## src/rtl/gpio_bus_ctrl_if.sv

```systemverilog
// Request/response bus between a processor data port and gpio_bus_ctrl.
// A transfer on either channel happens on a rising edge where valid and ready are both high.
interface gpio_bus_ctrl_if;
  logic        req_valid;
  logic        req_ready;
  logic        req_we;
  logic [31:0] req_addr;
  logic [31:0] req_wdata;
  logic        resp_valid;
  logic        resp_ready;
  logic        resp_hit;
  logic [31:0] resp_rdata;

  modport master (
    output req_valid, req_we, req_addr, req_wdata, resp_ready,
    input  req_ready, resp_valid, resp_hit, resp_rdata
  );

  modport slave (
    input  req_valid, req_we, req_addr, req_wdata, resp_ready,
    output req_ready, resp_valid, resp_hit, resp_rdata
  );
endinterface

```

## src/rtl/gpio_bus_ctrl.sv

```systemverilog
// Memory-mapped GPIO controller: one load/store in flight, response for every request.
// Optional interrupt-pending register enabled by defining GPIO_IRQ_EN.
module gpio_bus_ctrl #(
  parameter logic [31:0] GPIO_OUT_ADDR = 32'h0000ABCD,
  parameter logic [31:0] GPIO_IN_ADDR  = 32'h0000ABD0,
  parameter logic [31:0] GPIO_IRQ_ADDR = 32'h0000ABD4
) (
  input  logic              clk,
  input  logic              rst_n,
  gpio_bus_ctrl_if.slave    bus,
  output logic [31:0]       gpio_out,
  input  logic [31:0]       gpio_in,
  output logic              irq,
  output logic [2:0]        state_dbg
);

  typedef enum logic [2:0] {
    IDLE   = 3'd0,
    DECODE = 3'd1,
    WRITE  = 3'd2,
    READ   = 3'd3,
    RESP   = 3'd4
  } state_t;

`ifdef GPIO_IRQ_EN
  localparam bit IRQ_EN = 1'b1;
`else
  localparam bit IRQ_EN = 1'b0;
`endif

  state_t      state, state_nxt;
  logic        we_q;
  logic [31:0] addr_q, wdata_q;
  logic        eq_out, eq_in, eq_irq;
  logic        sel_out, sel_in, sel_irq;
  logic [31:0] sync1, gpio_in_sync, irq_pending;
  logic [31:0] read_data;
  logic        resp_hit_q;
  logic [31:0] resp_rdata_q;

  assign eq_out = (addr_q == GPIO_OUT_ADDR);
  assign eq_in  = (addr_q == GPIO_IN_ADDR);
  assign eq_irq = IRQ_EN && (addr_q == GPIO_IRQ_ADDR);

  always_ff @(posedge clk or negedge rst_n) begin
    if (!rst_n) state <= IDLE;
    else        state <= state_nxt;
  end

  always_comb begin
    state_nxt = state;
    case (state)
      IDLE:   if (bus.req_valid) state_nxt = DECODE;
      DECODE: begin
        if (we_q && eq_out)                          state_nxt = WRITE;
        else if (!we_q && (eq_out || eq_in || eq_irq)) state_nxt = READ;
        else                                         state_nxt = RESP;
      end
      WRITE:  state_nxt = RESP;
      READ:   state_nxt = RESP;
      RESP:   if (bus.resp_ready) state_nxt = IDLE;
      default: state_nxt = IDLE;
    endcase
  end

  assign bus.req_ready  = (state == IDLE);
  assign bus.resp_valid = (state == RESP);
  assign bus.resp_hit   = resp_hit_q;
  assign bus.resp_rdata = resp_rdata_q;
  assign state_dbg      = state;

  always_comb begin
    read_data = '0;
    if (sel_out)      read_data = gpio_out;
    else if (sel_in)  read_data = gpio_in_sync;
    else if (sel_irq) read_data = irq_pending;
  end

  // gpio_out is written on the edge entering WRITE so the pins move a cycle before the response.
  always_ff @(posedge clk or negedge rst_n) begin
    if (!rst_n) begin
      we_q         <= 1'b0;
      addr_q       <= '0;
      wdata_q      <= '0;
      sel_out      <= 1'b0;
      sel_in       <= 1'b0;
      sel_irq      <= 1'b0;
      gpio_out     <= '0;
      resp_hit_q   <= 1'b0;
      resp_rdata_q <= '0;
    end else begin
      if (state == IDLE && bus.req_valid) begin
        we_q    <= bus.req_we;
        addr_q  <= bus.req_addr;
        wdata_q <= bus.req_wdata;
      end
      if (state == DECODE) begin
        sel_out <= eq_out;
        sel_in  <= eq_in;
        sel_irq <= eq_irq;
        if (state_nxt == WRITE) gpio_out <= wdata_q;
        if (state_nxt == RESP) begin
          resp_hit_q   <= 1'b0;
          resp_rdata_q <= '0;
        end
      end
      if (state == WRITE) begin
        resp_hit_q   <= 1'b1;
        resp_rdata_q <= '0;
      end
      if (state == READ) begin
        resp_hit_q   <= 1'b1;
        resp_rdata_q <= read_data;
      end
    end
  end

  always_ff @(posedge clk or negedge rst_n) begin
    if (!rst_n) begin
      sync1        <= '0;
      gpio_in_sync <= '0;
    end else begin
      sync1        <= gpio_in;
      gpio_in_sync <= sync1;
    end
  end

`ifdef GPIO_IRQ_EN
  logic [31:0] sync_prev;
  logic        irq_q;
  logic        irq_clr;

  // A rising edge landing on the clearing READ edge survives the clear.
  assign irq_clr = (state == READ) && sel_irq;

  always_ff @(posedge clk or negedge rst_n) begin
    if (!rst_n) begin
      sync_prev   <= '0;
      irq_pending <= '0;
      irq_q       <= 1'b0;
    end else begin
      sync_prev   <= gpio_in_sync;
      irq_pending <= (irq_pending & ~{32{irq_clr}}) | (gpio_in_sync & ~sync_prev);
      irq_q       <= |irq_pending;
    end
  end

  assign irq = irq_q;
`else
  assign irq_pending = '0;
  assign irq         = 1'b0;
`endif

endmodule

```

## src/flat_wrapper.sv

```systemverilog
// flat-port wrapper written by rule: the top's interface ports become plain ports
module gpio_bus_ctrl_flat 
#(
  parameter logic [31:0] GPIO_OUT_ADDR = 32'h0000ABCD,
  parameter logic [31:0] GPIO_IN_ADDR  = 32'h0000ABD0,
  parameter logic [31:0] GPIO_IRQ_ADDR = 32'h0000ABD4
)
  (clk, rst_n, gpio_out, gpio_in, irq, state_dbg, bus_req_valid, bus_req_we, bus_req_addr, bus_req_wdata, bus_resp_ready, bus_req_ready, bus_resp_valid, bus_resp_hit, bus_resp_rdata);
  gpio_bus_ctrl_if bus_i ();
  input  logic clk;
  input  logic rst_n;
  output logic [31:0] gpio_out;
  input  logic [31:0] gpio_in;
  output logic irq;
  output logic [2:0] state_dbg;
  input wire logic [$bits(bus_i.req_valid)-1:0] bus_req_valid;
  input wire logic [$bits(bus_i.req_we)-1:0] bus_req_we;
  input wire logic [$bits(bus_i.req_addr)-1:0] bus_req_addr;
  input wire logic [$bits(bus_i.req_wdata)-1:0] bus_req_wdata;
  input wire logic [$bits(bus_i.resp_ready)-1:0] bus_resp_ready;
  output wire logic [$bits(bus_i.req_ready)-1:0] bus_req_ready;
  output wire logic [$bits(bus_i.resp_valid)-1:0] bus_resp_valid;
  output wire logic [$bits(bus_i.resp_hit)-1:0] bus_resp_hit;
  output wire logic [$bits(bus_i.resp_rdata)-1:0] bus_resp_rdata;
  assign bus_i.req_valid = bus_req_valid;
  assign bus_i.req_we = bus_req_we;
  assign bus_i.req_addr = bus_req_addr;
  assign bus_i.req_wdata = bus_req_wdata;
  assign bus_i.resp_ready = bus_resp_ready;
  assign bus_req_ready = bus_i.req_ready;
  assign bus_resp_valid = bus_i.resp_valid;
  assign bus_resp_hit = bus_i.resp_hit;
  assign bus_resp_rdata = bus_i.resp_rdata;
  gpio_bus_ctrl #(.GPIO_OUT_ADDR(GPIO_OUT_ADDR), .GPIO_IN_ADDR(GPIO_IN_ADDR), .GPIO_IRQ_ADDR(GPIO_IRQ_ADDR)) u_core (.clk(clk), .rst_n(rst_n), .bus(bus_i), .gpio_out(gpio_out), .gpio_in(gpio_in), .irq(irq), .state_dbg(state_dbg));
endmodule
```

## config.mk

```make
export PLATFORM = sky130hd
export DESIGN_NAME = gpio_bus_ctrl_flat
export DESIGN_NICKNAME = d
export VERILOG_FILES = /design/src/rtl/gpio_bus_ctrl_if.sv /design/src/rtl/gpio_bus_ctrl.sv /design/src/flat_wrapper.sv
export SDC_FILE = /design/constraint.sdc
export NUM_CORES = 1
export LEC_CHECK = 0
export ABC_AREA = 1
export BUFFER_PORTS_ARGS = -buffer_cell sky130_fd_sc_hd__buf_2
export CORE_AREA = 2 2 119 121
export DETAILED_ROUTE_END_ITERATION = 6
export DIE_AREA = 0 0 121 123
export GPL_ROUTABILITY_DRIVEN = 0
export PLACE_DENSITY = 0.83
export SLEW_MARGIN = 20
export SYNTH_ARGS = -nofsm -noshare
export SYNTH_HDL_FRONTEND = slang
export SYNTH_SLANG_ARGS = --single-unit
export TNS_END_PERCENT = 20
```

## constraint.sdc

```tcl
create_clock -name clk -period 3.89 [get_ports clk]
set_input_delay 0.389 -clock clk [delete_from_list [all_inputs] [get_ports clk]]
set_output_delay 0.389 -clock clk [all_outputs]
set_load 0.1 [all_outputs]
```

# == Word level (Yosys, flattened, before mapping) ==
# Index checks and enable logic that the tools add are counted.
# word_totals
reg_bits,199
inputBits,101
output_inout_bits,71
word_cells,45
# op_classes
eq_ne,8
mux,15
reduce_logical,11
# ops
operator,n
2-to-1 mux 32 bit,6
"equality test 32 x 16 -> 1 bit, second input constant",2
2-to-1 mux 3 bit,4
case mux 3 bit (4 select lines),1
"equality test 3 x 2 -> 1 bit, second input constant",3
"equality test 3 bit, second input constant",2
nonzero test 3 bit,2
2-to-1 mux 1 bit,4
AND reduction 2 bit,2
"equality test 3 x 1 -> 1 bit, second input constant",1
logical AND 1 bit,3
zero test 3 bit,1
OR reduction 2 bit,1
zero test 1 bit,1
logical OR 1 bit,1

# == Depth between registers and ports, before layout ==
# Gate-level depths: netlist of the first run.
# logic_depth
word_depth,11
depth_mapped,10

# == Least setup slack after synthesis of the first run ==
# Ideal clock, no wire load.
# synth_path
kind,register to output
from,reg u_core.state[2] (netlist: u_core.state_dbg[2])
to,out bus_resp_valid
t_arrival_ns,2.498
required_ns,3.501
setup_slack_ns,1.003
stages_incl_launch_ff,3
n_path_buf,0
cell_sequence,dfrtp_1 -> inv_1 -> nor2_1
# synth_between
elab_chain_len,1
# synth_rtl
element,line_no,rtl
start: declaration,gpio_bus_ctrl.sv:31,"state_t state, state_nxt;"
start signal: assignment,gpio_bus_ctrl.sv:47,else state <= state_nxt;
equality test 3 bit,gpio_bus_ctrl.sv:67,assign bus.resp_valid = (state == RESP);
end: declaration,flat_wrapper.sv:22,output wire logic [$bits(bus_i.resp_valid)-1:0] bus_resp_valid;
# Every way passes these cells.

# == Final worst setup path of the first run ==
# layout_path
from,reg u_core.state[1] (netlist: u_core.state_dbg[1])
to,reg u_core.addr_q[20]
# layout_between
elab_chain_len,2
# layout_rtl
element,line_no,rtl
zero test 3 bit,gpio_bus_ctrl.sv:92,if (state == IDLE && bus.req_valid) begin
logical AND 1 bit,gpio_bus_ctrl.sv:92,
end signal: assignment,gpio_bus_ctrl.sv:94,addr_q <= bus.req_addr;
end: declaration,gpio_bus_ctrl.sv:33,"logic [31:0] addr_q, wdata_q;"
# Every way passes these cells.
# A chain may end at the register's enable or synchronous reset.

==> results of run 1 <==
[power by group through the flow]
stage	registers [W]	logic [W]	clock network [W]
global route	0.00264	0.00129	0.00181
finish	0.00261	0.00116	0.00168
global placement	0.00262	0.00113	0
floorplan	0.00266	0.000903	0
CTS	0.00261	0.00117	0.00172
detailed placement	0.00264	0.00117	0
[how the worst max path moves through the flow]
stage	startpoint	endpoint	depth (start not counted)
2_1_floorplan	u_core.state_dbg[2]	bus_resp_valid	2
3_3_place_gp	u_core.state_dbg[1]	u_core.addr_q[31]	6
3_5_place_dp	u_core.state_dbg[1]	u_core.addr_q[20]	6
4_1_cts	u_core.state_dbg[1]	u_core.addr_q[20]	6
5_1_grt	u_core.addr_q[23]	u_core.gpio_out[10]	8
6_report	u_core.state_dbg[1]	u_core.addr_q[20]	7
[layer usage]
layer  part of all wire  vias to the layer above  wire, microns
met5             0.0026                        -             41
met2               0.49                      170           7740
li1                   -                     2653              -
met4             0.0094                        6            149
met1               0.42                     2563           6690
met3              0.075                       16           1190
[through the flow]
step / total power [W] / cells / hold WS (ps) / utilization / instance area, sq um
after global routing: 0.00575 / 1089 / 48.1 / 0.674 / 9180
after detailed placement: 0.00381 / 1057 / 335 / 0.631 / 8590
after global placement: 0.00375 / 1057 / 331 / 0.631 / 8590
after floorplan: 0.00356 / 739 / 93.4 / - / 7710
after CTS: 0.00550 / 1088 / 46.7 / 0.673 / 9160
final: 0.00545 / 1091 / 67.7 / 0.675 / 9190
[final cells by class]
class	count	share of cell area
clock buffers	23	0.0509
clock inverters	8	0.0108
diodes	2	0.000545
flip-flops and latches	199	0.542
inverters	57	0.0233
repair buffers	178	0.101
well taps	180	0.0245
multi-input cells	444	0.246
[cell families after synthesis]
family,Yosys count,share of synthesized area
AOI/OAI and AO/OA,81,0.0729
other,1,0.000486
and+or+nand+nor,341,0.184
muxes,21,0.0341
buffers and inverters,96,0.0622
DFF,199,0.646
[sequential cells by signal, summed over array words and instances, names as in the netlist]
register,flops
u_core.addr_q,32
u_core.bus.resp_rdata,32
u_core.gpio_in_sync,32
u_core.gpio_out,32
u_core.sync1,32
u_core.wdata_q,32
u_core.state_dbg,3
u_core.bus.resp_hit,1
u_core.sel_in,1
u_core.sel_out,1
u_core.we_q,1
[placed cells by master (no fill, tap or decap)]
cell type / netlist / layout
inv_1: 56 / 55
buf_4: 4 / 7
mux2_4: 7 / 7
clkbuf_8: 0 / 3
buf_12: 0 / 1
o21ai_1: 20 / 20
nor3_4: 1 / 1
a21oi_2: 29 / 29
clkinv_4: 0 / 1
nand3_2: 1 / 1
o21ai_2: 12 / 12
o21ai_0: 3 / 3
o211ai_1: 1 / 1
dfrtp_1: 199 / 199
clkbuf_16: 0 / 17
nand2_1: 194 / 194
clkbuf_1: 16 / 4
clkinvlp_4: 0 / 2
nand2_4: 0 / 1
bufinv_16: 0 / 2
nand4_1: 2 / 2
nand4_4: 1 / 1
nor2_4: 2 / 3
clkinv_2: 0 / 3
a21oi_1: 16 / 16
buf_2: 5 / 169
conb_1: 1 / 1
nand3_1: 66 / 66
inv_2: 1 / 2
diode_2: 0 / 2
mux2_2: 14 / 14
nor2_1: 73 / 72
==> results.toml, run 1 <==
[timing]
max_freq_ghz = 0.437
hold_violations = 0
finalSetupTns_ps = 0
setup_violations = 0
relSlewSlack = 0.335
fin_crit_ps = 2290
clock-skew-final_ps = 11.6
grt_setup_unrepaired = "no"
post-route-period-util = 0.589
tightestPinTransition_ps = 995
slew_violations = 0
setup_slack_ps = 1600

[place]
port_buffers = 170
post-place-ws_ps = 1470
dp_hpwl_microns = 10300

[clock_network]
clock_tree.root_cell = "clkbuf_16"
insertion_delay_ps = 420
cts.sinks = 199
ctsLongestPathBuffers = 2
h-tree-depth = 4
hold_buffers = 0
postCtsSetupRepairBufs = 0
cts_tree = "yes"
path_clk_slew_ps = 70
post_cts_resized = 0
cts_buffers = 17

[synth]
synth-seq-area-share = 0.646
ys_async_sr_fraction = 1.00
synth-seq-cells = 199
yosys_most_used_dff = "dfrtp_1"
synth_largest_area_cell = "dfrtp_1"
synth.most_common_cell = "dfrtp_1"
syn_nets = 840
synth_area_sq_um = 7710
yosysWarnings = 0
synth_top_area_frac = 0.646
synth_top_cells_by_count = "199 x dfrtp_1, 194 x nand2_1, 73 x nor2_1"
syn_inst = 739
synth_area_leaders = "dfrtp_1 65%, nand2_1 9.4%, nand3_1 4.3%"
synth_area_per_cell_sq_um = 10.4
synth.distinct_cells = 26
synth_edf_count = 0

[finish]
regArea_sq_um = 4980
drive_gt1_frac = 0.304
area_growth_pct = 19.2
final.fill_count = 1075
multi_input_area_sq_um = 2260
fin_nets = 998

[drt]
drtIter0Drc = 310
num_vias = 5408
routedWlPerCell_microns = 14.5
drt_pre_antenna_iters = 4
drc = 0
via_per_inst = 4.96
ant_nets = 0
wl_microns = 15800

[worst_setup_path]
crit_type = "reg2reg"
reg2reg_to = "u_core.addr_q[20]"
path_cells = "nor2_1 > inv_2 > nor2_4 > nand2_4 > buf_4 > buf_12 > mux2_2"
worst_ep_arrival_time_ps = 2600
crit_buf_inv = 3
crit_fanout = 46
endpoint_kind = "register"
cp_slowest_stage_delay_ps = 530
ff2ff_path_depth = 7
rrSetupSlack_ps = 1600
reg2reg_from = "u_core.state_dbg[1]"
critPathSlowestCell = "buf_4"
crit_family = "buffers and inverters"
setup.worst_path.start_class = "register"
required_ps = 4190

[die]
die-area_sq_um = 14900
fp-row-count = 43
die_w_microns = 121
initial_core_util = 0.566
fp.dieH_microns = 123
coreArea_sq_um = 13600
pin_count = 172

[global_routing]
use_met2 = 0.356
grt-ovfl-total = 0
met1_usage = 0.283
grt_pass1_vias = 5234
grt_start_max_net_pins = 129
antenna_found_initial = 5
globalRouteMet3Util = 0.0673
top_usage_layer = "met2"
grt_usage = 0.221
grt_first_pass_wirelength_microns = 25200

[pwr]
seq_power_share = 0.478
p_per_area_nw_per_um2 = 593
pwr-share-clk = 0.308
cellInternalPower_w = 0.00383
combPwrFrac = 0.214
vdd_drop_max_v = 0.000385
p_sw_w = 0.00162
swShare = 0.298
p_leak_nw = 4.94

[flow_run]
drv_cap = 0

[hold_path]
hold_path_depth = 1
min_path_type = "in2reg"
holdPathEnd = "u_core.sync1[28]"
hold_start = "gpio_in[28]"

[status]
status = "complete, no violations"
(Power assumes the default switching activity.)
==> run 2: changes to the inputs <==
Settings changed: CORE_AREA 2 2 119 121 to 2 2 129 131, DIE_AREA 0 0 121 123 to 0 0 131 133, PLACE_DENSITY 0.83 to 0.75.
Clock period 3.89 ns to 1.85 ns, I/O delays scaled along.
==> results.toml, run 2 (synthesized netlist as in run 1, its figures left out) <==
[status]
status = "complete, no violations"

[clock_network]
postCtsSetupRepairBufs = 0
cts_tree = "yes"
insertion_delay_ps = 430
path_clk_slew_ps = 70
ctsLongestPathBuffers = 2
h-tree-depth = 4
cts_buffers = 17
cts.sinks = 199
clock_tree.root_cell = "clkbuf_16"

[drt]
num_vias = 5726
ant_nets = 0
drt_pre_antenna_iters = 4
via_per_inst = 4.70
routedWlPerCell_microns = 14.8
wl_microns = 18000
drc = 0
drtIter0Drc = 309

[finish]
multi_input_area_sq_um = 2270
drive_gt1_frac = 0.296
final_cell_mix = "196 x dfrtp_1, 194 x nand2_1, 167 x buf_2, 79 x dlygate4sd3_1, 69 x nor2_1"
final_area_sq_um = 10300
final.fill_count = 1265
diodes = 0
regArea_sq_um = 4990
fin_nets = 1087
layout_commonest_cell = "dfrtp_1"
area_growth_pct = 33.0
instances_no_fill = 1219

[timing]
setup_slack_ps = 128
tightestPinTransition_ps = 860
relSlewSlack = 0.426
clock-skew-final_ps = 12.8
fin_crit_ps = 1720
post-route-period-util = 0.931
setup_violations = 0
hold_violations = 0
slew_violations = 0
grt_setup_unrepaired = "no"
max_freq_ghz = 0.581

[worst_setup_path]
crit_fanout = 50
critPathSlowestCell = "dfrtp_4"
path_cells = "nor2_2 > inv_2 > nor2_4 > nand2_4 > buf_12 > buf_12 > mux2_2"
required_ps = 2160
endpoint_kind = "register"
reg2reg_from = "u_core.state_dbg[1]"
crit_start = "u_core.state_dbg[1]"
setup.worst_path.start_class = "register"
cp_slowest_stage_delay_ps = 510
crit_type = "reg2reg"
worst_ep_arrival_time_ps = 2030
path_common_cell = "buf_12"
rrSetupSlack_ps = 130

[global_routing]
grt-ovfl-total = 0
antenna_found_initial = 0
grt_start_max_net_pins = 54
grt_usage = 0.218
grt_first_pass_wirelength_microns = 29200
grt_pass1_vias = 5928

[die]
pin_count = 172
initial_core_util = 0.477
coreArea_sq_um = 16200
die-area_sq_um = 17400
die_w_microns = 131
fp.dieH_microns = 133
fp-row-count = 47

[place]
dp_hpwl_microns = 11300
post-place-ws_ps = 125
port_buffers = 170
placed_cells = 1108
placed_area_sq_um = 8860

[pwr]
p_leak_nw = 5.36
p_per_area_nw_per_um2 = 1170
vdd_drop_max_v = 0.000694

[hold_path]
hold_start = "bus_req_addr[0]"
min_path_type = "in2reg"

[flow_run]
drv_cap = 0
==> run 2: cell types whose count changed in the layout (fill, tap and decap cells not counted), moves of 3 or more <==
cell and delta:
dlygate4sd3_1 +79, nor2_1 -3, buf_12 +8, clkbuf_1 -4
dfrtp_1 -3, inv_6 +3
==> run 2: critical path: cells and delay by family (launching register included) <==
kind / cells / cell delay [ps]
and+or+nand+nor: 3 / 360
DFF: 1 / 510
muxes: 1 / 300
buffers and inverters: 3 / 440
==> run 2: layout make-up <==
type | instances | area share
multi-input combinational | 444 | 0.222
tap | 220 | 0.0268
clock inverter | 13 | 0.0137
sequential | 199 | 0.486
clock buffer | 19 | 0.0442
inverter | 57 | 0.0209
timing repair buffer | 267 | 0.186
==> run 2: layer usage <==
| metal | global-route usage | vias to the layer above | wire [microns] |
|---|---|---|---|
| met1 | 0.275 | 2708 | 7720 |
| met3 | 0.0538 | 26 | 862 |
| met2 | 0.364 | 161 | 9110 |
| met5 | 0 | - | 0 |
| li1 | - | 2831 | - |
| met4 | 0.0762 | 0 | 340 |
==> run 2: stage by stage <==
stage / hold WS [ps] / util / TNS [ps] / power (W)
floorplan: -111 / - / -27470 / 0.00752
global placement: 182 / 0.548 / 0 / 0.00812
detailed placement: 186 / 0.548 / 0 / 0.00824
CTS: 0.624 / 0.634 / 0 / 0.0120
global route: 0.722 / 0.634 / 0 / 0.0126
finish: 18.8 / 0.634 / 0 / 0.0120
==> run 2: power breakdown <==
part | leakage, nW | internal [W] | total [W] | switching (W)
Sequential | 2.44 | 0.00513 | 0.00550 | 0.000364
Clock | 0.283 | 0.00197 | 0.00366 | 0.00169
Combinational | 2.64 | 0.00112 | 0.00281 | 0.00168
Total | 5.36 | 0.00823 | 0.0120 | 0.00373
==> run 2: repair_timing <==
| action | in CTS | in global routing |
|---|---|---|
| gates resized for setup | 0 | 3 |
| hold buffers | 79 | 0 |
| endpoints found under the setup margin | 0 | 20 |
| hold endpoints to repair | 127 | 0 |
==> run 2: worst paths after layout <==
kind	end	depth (start not counted)
min reg2reg	u_core.gpio_in_sync[26]	0
max reg2reg	u_core.addr_q[6]	7
min in group asynchronous	u_core.addr_q[15]	2
min	u_core.addr_q[0]	3
max	u_core.addr_q[6]	7
max in group asynchronous	u_core.gpio_out[13]	3
==> run 3: changes to the inputs <==
Settings changed: GPL_TIMING_DRIVEN set to 0.
==> results.toml, run 3 (synthesized netlist as in run 1, its figures left out) <==
[worst_setup_path]
critPathSlowestCell = "dfrtp_4"
path_cells = "nor2_2 > inv_2 > nor2_4 > buf_4"
required_ps = 1660
crit_fanout = 5
crit_type = "reg2out"
endpoint_kind = "output pin"
worst_ep_arrival_time_ps = 1540
setup.worst_path.start_class = "register"
cp_slowest_stage_delay_ps = 510

[clock_network]
path_clk_slew_ps = 70
clock_tree.root_cell = "clkbuf_16"
cts.sinks = 199
ctsLongestPathBuffers = 2
cts_tree = "yes"
cts_buffers = 17
h-tree-depth = 4
insertion_delay_ps = 430

[drt]
routedWlPerCell_microns = 14.8
drt_pre_antenna_iters = 4
num_vias = 5836
wl_microns = 18300
drtIter0Drc = 268
drc = 0
via_per_inst = 4.73
ant_nets = 0

[hold_path]
min_path_type = "in2reg"

[status]
status = "complete, no violations"

[flow_run]
drv_cap = 0

[die]
initial_core_util = 0.477
fp-row-count = 47
die_w_microns = 131
pin_count = 172
coreArea_sq_um = 16200
fp.dieH_microns = 133
die-area_sq_um = 17400

[timing]
clock-skew-final_ps = 10.9
grt_setup_unrepaired = "yes"
post-route-period-util = 0.934
slew_violations = 0
relSlewSlack = 0.604
max_freq_ghz = 0.578
fin_crit_ps = 1730
hold_violations = 0
tightestPinTransition_ps = 593
setup_violations = 0

[pwr]
total_power_w = 0.0122
p_per_area_nw_per_um2 = 1190
vdd_drop_max_v = 0.000796
p_leak_nw = 5.38

[place]
placed_cells = 1131
dp_hpwl_microns = 12300
port_buffers = 170

[finish]
regArea_sq_um = 4990
multi_input_area_sq_um = 2260
instances_no_fill = 1234
post-route-util = 0.635
area_growth_pct = 33.3
fin_nets = 1102
layout_commonest_cell = "dfrtp_1"
final.fill_count = 1293
drive_gt1_frac = 0.297
diodes = 0
final_cell_mix = "196 x dfrtp_1, 194 x nand2_1, 172 x buf_2, 71 x nor2_1, 70 x dlygate4sd3_1"

[global_routing]
grt_pass1_vias = 5790
grt_usage = 0.219
antenna_found_initial = 0
grt_first_pass_wirelength_microns = 29000
grt-ovfl-total = 0
grt_start_max_net_pins = 85
==> run 3: cell types whose count changed in the layout (fill, tap and decap cells not counted), sizes merged <==
cell / delta
bufinv: +2
clkbuf: +16
dlygate4sd3: -9
clkinv: -2
buf: +8
==> run 3: worst paths after layout <==
check,from,to,slack [ps],cells past startpoint
hold reg to reg,u_core.sync1[0],u_core.gpio_in_sync[0],350,0
min in group asynchronous,rst_n,u_core.addr_q[15],270,2
hold / removal,bus_req_wdata[24],u_core.wdata_q[24],10,3
setup / recovery,u_core.state_dbg[1],bus_req_ready,120,4
setup reg to reg,u_core.addr_q[21],u_core.state_dbg[2],140,9
max in group asynchronous,rst_n,u_core.state_dbg[2],830,3
==> run 3: worst max-delay path, delay by kind of cell (launching register included) <==
| family | cells | cell delay [ps] |
|---|---|---|
| buf+inv | 2 | 370 |
| flops | 1 | 510 |
| simple gates | 2 | 230 |
==> run 3: cell type report <==
type,instances,area share
inverters,57,0.0208
well taps,220,0.0268
flip-flops and latches,199,0.486
plain buffers,39,0.0262
multi-input cells,444,0.220
clock inverters,13,0.0179
clock buffers,19,0.0441
repair buffers,243,0.159
==> run 3: what timing repair did <==
| item | CTS | global route |
|---|---|---|
| resized for setup | 1 | 1 |
| cloned | 0 | 0 |
| setup buffers | 0 | 1 |
| endpoints found under the setup margin | 1 | 31 |
| endpoints found under the hold margin | 121 | 0 |
| pin swaps | 0 | 0 |
| hold buffers | 70 | 0 |
==> run 3: per-stage QoR <==
step	hold WS [ps]	TNS (ps)	instance area [sq um]	setup WS (ps)
floorplan	-111	-27470	7730	-399
global placement	294	-514260	8860	-3240
detailed placement	136	0	8920	141
CTS	0.259	0	10300	5.67
global route	5.71	-188	10300	-24.7
finish	14.4	0	10300	121
==> run 3: metal layers <==
layer	GRT usage	routed length [microns]	vias up	share of wire
li1	-	-	2855	-
met4	0.0561	235	0	0.013
met3	0.0429	772	19	0.042
met1	0.277	7800	2821	0.43
met5	0	0	-	0
met2	0.385	9460	141	0.52
==> run 3: report_power, final <==
| part | switching (W) | leakage (nW) | internal (W) |
|---|---|---|---|
| Sequential | 0.000353 | 2.44 | 0.00514 |
| Clock | 0.00168 | 0.302 | 0.00224 |
| Combinational | 0.00172 | 2.63 | 0.00110 |
